<file path="src/rtl/router_pkg.sv">
// Shared constants, assembly state encoding and header check for the Aurora RX
// packet assembler.
package router_pkg;

  localparam int AURORA_DATA_WIDTH = 64;
  localparam int NUMBER_PACKET     = 19;
  localparam int PKT_WIDTH         = NUMBER_PACKET * AURORA_DATA_WIDTH;
  localparam int CNT_WIDTH         = 16;
  localparam int BEAT_CNT_WIDTH    = $clog2(NUMBER_PACKET);

  localparam logic [7:0] SOP_MAGIC = 8'hA5;
  localparam logic [BEAT_CNT_WIDTH-1:0] LAST_BEAT = BEAT_CNT_WIDTH'(NUMBER_PACKET - 1);

  typedef enum logic [1:0] {
    IDLE    = 2'd0,
    COLLECT = 2'd1,
    DISCARD = 2'd2
  } asm_state_t;

  function automatic logic is_header(input logic [AURORA_DATA_WIDTH-1:0] beat);
    return beat[AURORA_DATA_WIDTH-1 -: 8] == SOP_MAGIC;
  endfunction

endpackage

</file>
<file path="src/rtl/router_aurora_rx_assembler_if.sv">
// Aurora RX beat stream plus packet FIFO write side, bundled for the assembler.
interface router_aurora_rx_assembler_if;
  import router_pkg::*;

  logic [AURORA_DATA_WIDTH-1:0] rx_tdata;
  logic                         rx_tvalid;
  logic                         rx_tlast;
  logic                         full_pkt_fifo;
  logic                         write_pkt_fifo;
  logic [PKT_WIDTH-1:0]         pkt_fifo_wdata;

  modport master (
    output rx_tdata, rx_tvalid, rx_tlast, full_pkt_fifo,
    input  write_pkt_fifo, pkt_fifo_wdata
  );

  modport slave (
    input  rx_tdata, rx_tvalid, rx_tlast, full_pkt_fifo,
    output write_pkt_fifo, pkt_fifo_wdata
  );

endinterface

</file>
<file path="src/rtl/router_sat_counter.sv">
// Statistics counter that sticks at all-ones instead of wrapping.
module router_sat_counter #(
  parameter int WIDTH = 16
) (
  input  logic             clk,
  input  logic             rst_n,
  input  logic             inc,
  output logic [WIDTH-1:0] count
);

  always_ff @(posedge clk or negedge rst_n) begin
    if (!rst_n) begin
      count <= '0;
    end else if (inc && (count != {WIDTH{1'b1}})) begin
      count <= count + WIDTH'(1);
    end
  end

endmodule

</file>
<file path="src/rtl/router_aurora_rx_assembler.sv">
// Assembles Aurora RX beats into checked packet words and hands them to the
// packet FIFO through a single holding register; Aurora cannot be stalled.
module router_aurora_rx_assembler
  import router_pkg::*;
(
  input  logic                       clk,
  input  logic                       rst_n,
  router_aurora_rx_assembler_if.slave bus,
  output logic                       pkt_err,
  output logic                       pkt_drop,
  output logic [CNT_WIDTH-1:0]       pkt_ok_cnt,
  output logic [CNT_WIDTH-1:0]       pkt_err_cnt,
  output logic [CNT_WIDTH-1:0]       pkt_drop_cnt
);

  localparam int W = AURORA_DATA_WIDTH;

  asm_state_t                state_q, state_d;
  logic [BEAT_CNT_WIDTH-1:0] beat_cnt_q, beat_cnt_d;
  logic [W-1:0]              csum_q, csum_d;
  logic [PKT_WIDTH-1:0]      asm_q, asm_d;
  logic [PKT_WIDTH-1:0]      hold_q, hold_d;
  logic                      hold_valid_q, hold_valid_d;
  logic                      err_d, drop_d, complete, fifo_write;

  assign fifo_write          = hold_valid_q & ~bus.full_pkt_fifo;
  assign bus.write_pkt_fifo  = fifo_write;
  assign bus.pkt_fifo_wdata  = hold_q;

  always_ff @(posedge clk or negedge rst_n) begin
    if (!rst_n) begin
      state_q      <= IDLE;
      beat_cnt_q   <= '0;
      csum_q       <= '0;
      asm_q        <= '0;
      hold_q       <= '0;
      hold_valid_q <= 1'b0;
      pkt_err      <= 1'b0;
      pkt_drop     <= 1'b0;
    end else begin
      state_q      <= state_d;
      beat_cnt_q   <= beat_cnt_d;
      csum_q       <= csum_d;
      asm_q        <= asm_d;
      hold_q       <= hold_d;
      hold_valid_q <= hold_valid_d;
      pkt_err      <= err_d;
      pkt_drop     <= drop_d;
    end
  end

  // Beats only move the FSM when valid; gaps inside a frame just hold state.
  always_comb begin
    state_d    = state_q;
    beat_cnt_d = beat_cnt_q;
    csum_d     = csum_q;
    asm_d      = asm_q;
    err_d      = 1'b0;
    complete   = 1'b0;

    if (bus.rx_tvalid) begin
      unique case (state_q)
        IDLE: begin
          if (is_header(bus.rx_tdata)) begin
            if (bus.rx_tlast) begin
              err_d = 1'b1;
            end else begin
              asm_d[0 +: W] = bus.rx_tdata;
              beat_cnt_d    = BEAT_CNT_WIDTH'(1);
              csum_d        = bus.rx_tdata;
              state_d       = COLLECT;
            end
          end else begin
            err_d = 1'b1;
            if (!bus.rx_tlast) state_d = DISCARD;
          end
        end
        COLLECT: begin
          if (!bus.rx_tlast) begin
            if (beat_cnt_q != LAST_BEAT) begin
              asm_d[int'(beat_cnt_q)*W +: W] = bus.rx_tdata;
              beat_cnt_d = beat_cnt_q + BEAT_CNT_WIDTH'(1);
              csum_d     = csum_q ^ bus.rx_tdata;
            end else begin
              err_d      = 1'b1;
              beat_cnt_d = '0;
              state_d    = DISCARD;
            end
          end else begin
            asm_d[int'(beat_cnt_q)*W +: W] = bus.rx_tdata;
            if ((beat_cnt_q == LAST_BEAT) && (bus.rx_tdata == csum_q)) begin
              complete = 1'b1;
            end else begin
              err_d = 1'b1;
            end
            beat_cnt_d = '0;
            state_d    = IDLE;
          end
        end
        DISCARD: begin
          if (bus.rx_tlast) state_d = IDLE;
        end
        default: state_d = IDLE;
      endcase
    end
  end

  // A finished packet may take the holding slot if it is empty or draining
  // this very cycle; otherwise the new packet is dropped whole.
  always_comb begin
    hold_d       = hold_q;
    hold_valid_d = hold_valid_q;
    drop_d       = 1'b0;

    if (fifo_write) hold_valid_d = 1'b0;

    if (complete) begin
      if (!hold_valid_q || fifo_write) begin
        hold_d       = asm_d;
        hold_valid_d = 1'b1;
      end else begin
        drop_d = 1'b1;
      end
    end
  end

  router_sat_counter #(.WIDTH(CNT_WIDTH)) u_ok_cnt (
    .clk   (clk),
    .rst_n (rst_n),
    .inc   (fifo_write),
    .count (pkt_ok_cnt)
  );

  router_sat_counter #(.WIDTH(CNT_WIDTH)) u_err_cnt (
    .clk   (clk),
    .rst_n (rst_n),
    .inc   (pkt_err),
    .count (pkt_err_cnt)
  );

  router_sat_counter #(.WIDTH(CNT_WIDTH)) u_drop_cnt (
    .clk   (clk),
    .rst_n (rst_n),
    .inc   (pkt_drop),
    .count (pkt_drop_cnt)
  );

endmodule
</file>
<file path="src/flat_wrapper.sv">
// flat-port wrapper written by rule: the top's interface ports become plain ports
module router_aurora_rx_assembler_flat import router_pkg::*;
  (clk, rst_n, pkt_err, pkt_drop, pkt_ok_cnt, pkt_err_cnt, pkt_drop_cnt, bus_rx_tdata, bus_rx_tvalid, bus_rx_tlast, bus_full_pkt_fifo, bus_write_pkt_fifo, bus_pkt_fifo_wdata);
  router_aurora_rx_assembler_if bus_i ();
  input  logic clk;
  input  logic rst_n;
  output logic pkt_err;
  output logic pkt_drop;
  output logic [CNT_WIDTH-1:0] pkt_ok_cnt;
  output logic [CNT_WIDTH-1:0] pkt_err_cnt;
  output logic [CNT_WIDTH-1:0] pkt_drop_cnt;
  input wire logic [$bits(bus_i.rx_tdata)-1:0] bus_rx_tdata;
  input wire logic [$bits(bus_i.rx_tvalid)-1:0] bus_rx_tvalid;
  input wire logic [$bits(bus_i.rx_tlast)-1:0] bus_rx_tlast;
  input wire logic [$bits(bus_i.full_pkt_fifo)-1:0] bus_full_pkt_fifo;
  output wire logic [$bits(bus_i.write_pkt_fifo)-1:0] bus_write_pkt_fifo;
  output wire logic [$bits(bus_i.pkt_fifo_wdata)-1:0] bus_pkt_fifo_wdata;
  assign bus_i.rx_tdata = bus_rx_tdata;
  assign bus_i.rx_tvalid = bus_rx_tvalid;
  assign bus_i.rx_tlast = bus_rx_tlast;
  assign bus_i.full_pkt_fifo = bus_full_pkt_fifo;
  assign bus_write_pkt_fifo = bus_i.write_pkt_fifo;
  assign bus_pkt_fifo_wdata = bus_i.pkt_fifo_wdata;
  router_aurora_rx_assembler u_core (.clk(clk), .rst_n(rst_n), .bus(bus_i), .pkt_err(pkt_err), .pkt_drop(pkt_drop), .pkt_ok_cnt(pkt_ok_cnt), .pkt_err_cnt(pkt_err_cnt), .pkt_drop_cnt(pkt_drop_cnt));
endmodule
</file>
<file path="config.mk">
export PLATFORM = sky130hd
export DESIGN_NAME = router_aurora_rx_assembler_flat
export DESIGN_NICKNAME = d
export VERILOG_FILES = /design/src/rtl/router_pkg.sv /design/src/rtl/router_aurora_rx_assembler_if.sv /design/src/rtl/router_sat_counter.sv /design/src/rtl/router_aurora_rx_assembler.sv /design/src/flat_wrapper.sv
export SDC_FILE = /design/constraint.sdc
export NUM_CORES = 2
export LEC_CHECK = 0
export CORE_AREA = 2 2 523 525
export CTS_CLUSTER_DIAMETER = 30
export DETAILED_ROUTE_END_ITERATION = 8
export DIE_AREA = 0 0 525 527
export SYNTH_ARGS = -nofsm -noshare
export SYNTH_HDL_FRONTEND = slang
export SYNTH_SLANG_ARGS = --single-unit
export TNS_END_PERCENT = 100
</file>
<file path="constraint.sdc">
create_clock -name clk -period 4.9 [get_ports clk]
set_clock_uncertainty 0.05 [all_clocks]
set_input_delay 0.735 -clock clk [delete_from_list [all_inputs] [get_ports clk]]
set_output_delay 0.735 -clock clk [all_outputs]
set_load 0.02 [all_outputs]
</file>
==> summary.md <==
| Metric | Value |
|---|---|
| Status | `finished, final reports clean` |
| DR WL/cell | `31.6 um` |
| Register-to-register setup slack | `0.73 ns` |
| Placed cell areas | `119000 um^2` |
| Initial antenna violation count | `80` |
| Measured slew at the worst slew-check pin | `1.11 ns` |
| Ys Warns | `0` |
| Leakage | `66.8 nW` |
| Syn_nets | `7675` |
| IO Count | `1336` |
| Initial Utilization | `0.374` |
| Period utilization | `0.850` |
| Gr usage total | `0.293` |
| Total Routed Length | `415000 um` |
| Die area | `277000 um^2` |
| Final nets | `9170` |
| Clock Sinks | `2554` |
| DR vias/cell | `5.51` |
| Vias in the first global route | `73.6k` |
| Final instance area | `138000 um^2` |
| Pre-CTS setup slack | `0.466 ns` |
| Critical Path RT | `5.73 ns` |
| Post_cts resized | `0` |
| Final setup viols | `0` |
| RSZ-0062 raised after global routing | `false` |
| Reg area | `63900 um^2` |
| Number of flops mapped to enable cells by yosys | `0` |
| Ys async rst share | `1.00` |
| Port bufs | `1335` |
| Synth-to-Final Area Change | `35.5%` |
| Crit end category | `register` |
| Fin crit period | `4.17 ns` |
| DR vias | `72.3k` |
| RR Endpoint | `u_core.bus.pkt_fifo_wdata[360]$_DFFE_PN0P_` |
| CP startpoint kind | `register` |
| Crit path arrival time | `5.00 ns` |
| Peak VDD IR | `0.334 mV` |
| Achievable frequency | `0.240 GHz` |
| #FFs+latches synth | `2554` |
| Initial DRC count | `6620` |
| Chip height | `527 um` |
| DIE WIDTH | `525 um` |
| CTS HTree Levels | `6` |
| Slowest CP cell | `nor4b_4` |
| CP max FO | `17` |
| First-pass iteration count of the detailed router | `6` |
| Critical path, cell by cell | `inv_1, ha_1, nor3b_1, ha_1, o2111ai_1, nor4b_4, nand2_2, buf_12, mux2_2, mux2_2` |
| FF-to-FF Start | `u_core.beat_cnt_q[1]$_DFFE_PN0P_` |
| CP peak stage delay | `0.82 ns` |
| Sequential share of the synthesized area | `0.629` |
| Fillers | `22.8k` |
| Core box area | `272000 um^2` |
| GP Congestion | `0.893` |
| Detailed Place HPWL | `272000 um` |
| Synth Area per Inst | `13.4 um^2` |
| Clock buffer count from CTS | `518` |
| Mapped Area | `102000 um^2` |
| Grt ovf | `0` |
| Worst-path clk slew | `0.05 ns` |
| Endpoints failing hold | `0` |
| Final Max Slew Viols | `0` |
| Crit. Startpoint | `u_core.beat_cnt_q[1]$_DFFE_PN0P_` |
| Fraction of layout cells with a size suffix above 1 | `0.297` |
| Reg2Reg Depth | `10` |
| Largest net degree at the start of global routing | `186` |
| Root buffer cell | `clkbuf_16` |
| Crit Path Class | `register to register` |
| First-pass GRT wire length | `576000 um` |
| Slew HR | `0.262` |
| Drt drc | `0` |
| Worst-case clock buffer depth | `4` |
| CTS tree | `done` |
| Post-route ant nets | `0` |
| Area of the multi-input gates | `33200 um^2` |
| Pwr per Cell Area | `448 nW/um^2` |
| Total chip power | `61.7 mW` |
| Synth unique cells | `67` |
| Max-Cap Viols | `0` |
| Post-route worst setup slack | `0.734 ns` |
| Syn Inst Count | `7598` |
| Total negative slack | `0 ns` |
| Top FF cell, synth | `dfrtp_1` |
| Site Rows | `192` |
| Critical path endpoint | `u_core.bus.pkt_fifo_wdata[360]$_DFFE_PN0P_` |
| Hold Path Class | `input pin to register` |
| Clock latency on the worst-skew pair | `1.00 ns` |
[metrics by stage]
step / instances / hold slack [ns] / util
global route: 13100 / 0.0828 / 0.507
floorplan: 7598 / 0.389 / -
global placement: 12200 / 0.409 / 0.439
CTS: 13100 / 0.0586 / 0.507
finish: 13100 / 0.123 / 0.507
detailed placement: 12200 / 0.413 / 0.439
[repair_timing]
action,CTS,global route
setup buffers,0,0
hold buffers,1,0
hold endpoints to repair,55,0
setup endpoints to repair,0,0
[power breakdown]
part | switching, mW | total (mW) | internal, mW
Combinational | 3.30 | 3.98 | 0.684
Sequential | 0.156 | 21.5 | 21.4
Clock | 12.6 | 36.2 | 23.6
[layer usage]
layer	track usage	part of all wire	vias to the layer above
li1	-	-	29700
met1	0.389	0.41	38000
met2	0.440	0.44	3677
met3	0.0761	0.084	817
met4	0.154	0.056	32
met5	0	0.00049	-
[final cells by class]
class                   instances  area share
diodes                         31    0.000563
clock buffers                 651       0.103
clock inverters               284      0.0295
inverters                     464      0.0126
multi-input cells            3943       0.241
flip-flops and latches       2554       0.464
well taps                    3589      0.0326
repair buffers               1612       0.116
[cells by family after synthesis]
family	after synthesis	synth area share
AOI/OAI and AO/OA	1003	0.0582
xor gates and xnor gates	107	0.00930
adders and majority gates	8	0.000985
buffers and inverters	1101	0.0471
DFF	2554	0.629
muxes	1803	0.199
and+or+nand+nor	1022	0.0568
[Yosys cell counts (4+ instances only)]
master       n  share of area
dfrtp_1   2554           0.63
mux2_2    1481           0.16
o21ai_0    627          0.031
inv_1      464          0.017
nand4_1    454          0.028
clkbuf_1   448          0.017
mux2_1     234          0.026
nand2_1    206         0.0076
a21oi_1    136         0.0067
buf_4      100         0.0074
and2_1      90         0.0055
mux2i_1     88         0.0087
nand3_1     79         0.0039
xor2_1      66         0.0057
a21boi_0    65         0.0048
a21bo_2     63         0.0062
and3_1      63         0.0039
a22o_1      55         0.0047
nor2_1      49         0.0018
buf_2       44         0.0022
xnor2_1     40         0.0034
a31o_1      24         0.0021
nor4_1      22         0.0014
buf_1       21        0.00078
buf_6       12         0.0013
buf_8       12         0.0018
and4_1      11        0.00095
ha_1         8        0.00099
nand2b_1     7        0.00043
nor2b_1      7        0.00043
nor3_1       6        0.00030
a311oi_1     4        0.00034
or4_1        4        0.00030
[cell usage in the layout (no fill, tap or decap), types with 26 or more instances in the layout]
| cell type | Yosys | layout |
|---|---|---|
| and2_1 | 90 | 82 |
| mux2_1 | 234 | 234 |
| buf_12 | 0 | 66 |
| bufinv_16 | 0 | 52 |
| mux2_2 | 1481 | 1481 |
| clkbuf_8 | 0 | 72 |
| nor2_1 | 49 | 40 |
| a21oi_1 | 136 | 132 |
| clkinv_2 | 0 | 84 |
| a21boi_0 | 65 | 65 |
| and3_1 | 63 | 62 |
| diode_2 | 0 | 31 |
| clkdlybuf4s50_1 | 0 | 1270 |
| xnor2_1 | 40 | 39 |
| mux2i_1 | 88 | 88 |
| clkinvlp_4 | 0 | 35 |
| inv_1 | 464 | 464 |
| buf_4 | 100 | 215 |
| o21ai_0 | 627 | 626 |
| xor2_1 | 66 | 66 |
| nand3_1 | 79 | 79 |
| nand4_1 | 454 | 454 |
| clkinv_4 | 0 | 34 |
| dfrtp_1 | 2554 | 2554 |
| nand2_1 | 206 | 196 |
| clkbuf_16 | 0 | 520 |
| clkbuf_1 | 448 | 59 |
| a22o_1 | 55 | 55 |
| buf_2 | 44 | 59 |
| a21bo_2 | 63 | 63 |
| clkinv_16 | 0 | 26 |
[registers in the layout, indices dropped and copies added (netlist names)]
name,count
u_core.asm_q,1216
u_core.beat_cnt_q,5
u_core.bus.pkt_fifo_wdata,1216
u_core.csum_q,64
u_core.hold_valid_q,1
u_core.pkt_drop,1
u_core.pkt_err,1
u_core.state_q,2
u_core.u_drop_cnt.count,16
u_core.u_err_cnt.count,16
u_core.u_ok_cnt.count,16
[worst min-delay path by stage]
stage,start,end,depth (start not counted)
floorplan,rst_n,u_core.asm_q[0]$_DFF_PN0_,0
global placement,u_core.asm_q[1173]$_DFF_PN0_,u_core.asm_q[1173]$_DFF_PN0_,1
detailed placement,u_core.asm_q[1178]$_DFF_PN0_,u_core.asm_q[1178]$_DFF_PN0_,1
CTS,bus_rx_tdata[59],u_core.csum_q[59]$_DFFE_PN0P_,2
global route,bus_rx_tdata[59],u_core.csum_q[59]$_DFFE_PN0P_,2
finish,bus_rx_tdata[59],u_core.csum_q[59]$_DFFE_PN0P_,2
[worst max-delay path, delay by kind of cell, from the launching register on]
kind                       cells  cell delay, ns
adders and majority gates      2            0.68
DFF                            1            0.49
and+or+nand+nor                3            1.44
buffers and inverters          2            0.44
AOI/OAI and AO/OA              1            0.26
muxes                          2            0.60
(Power assumes the default switching activity.)
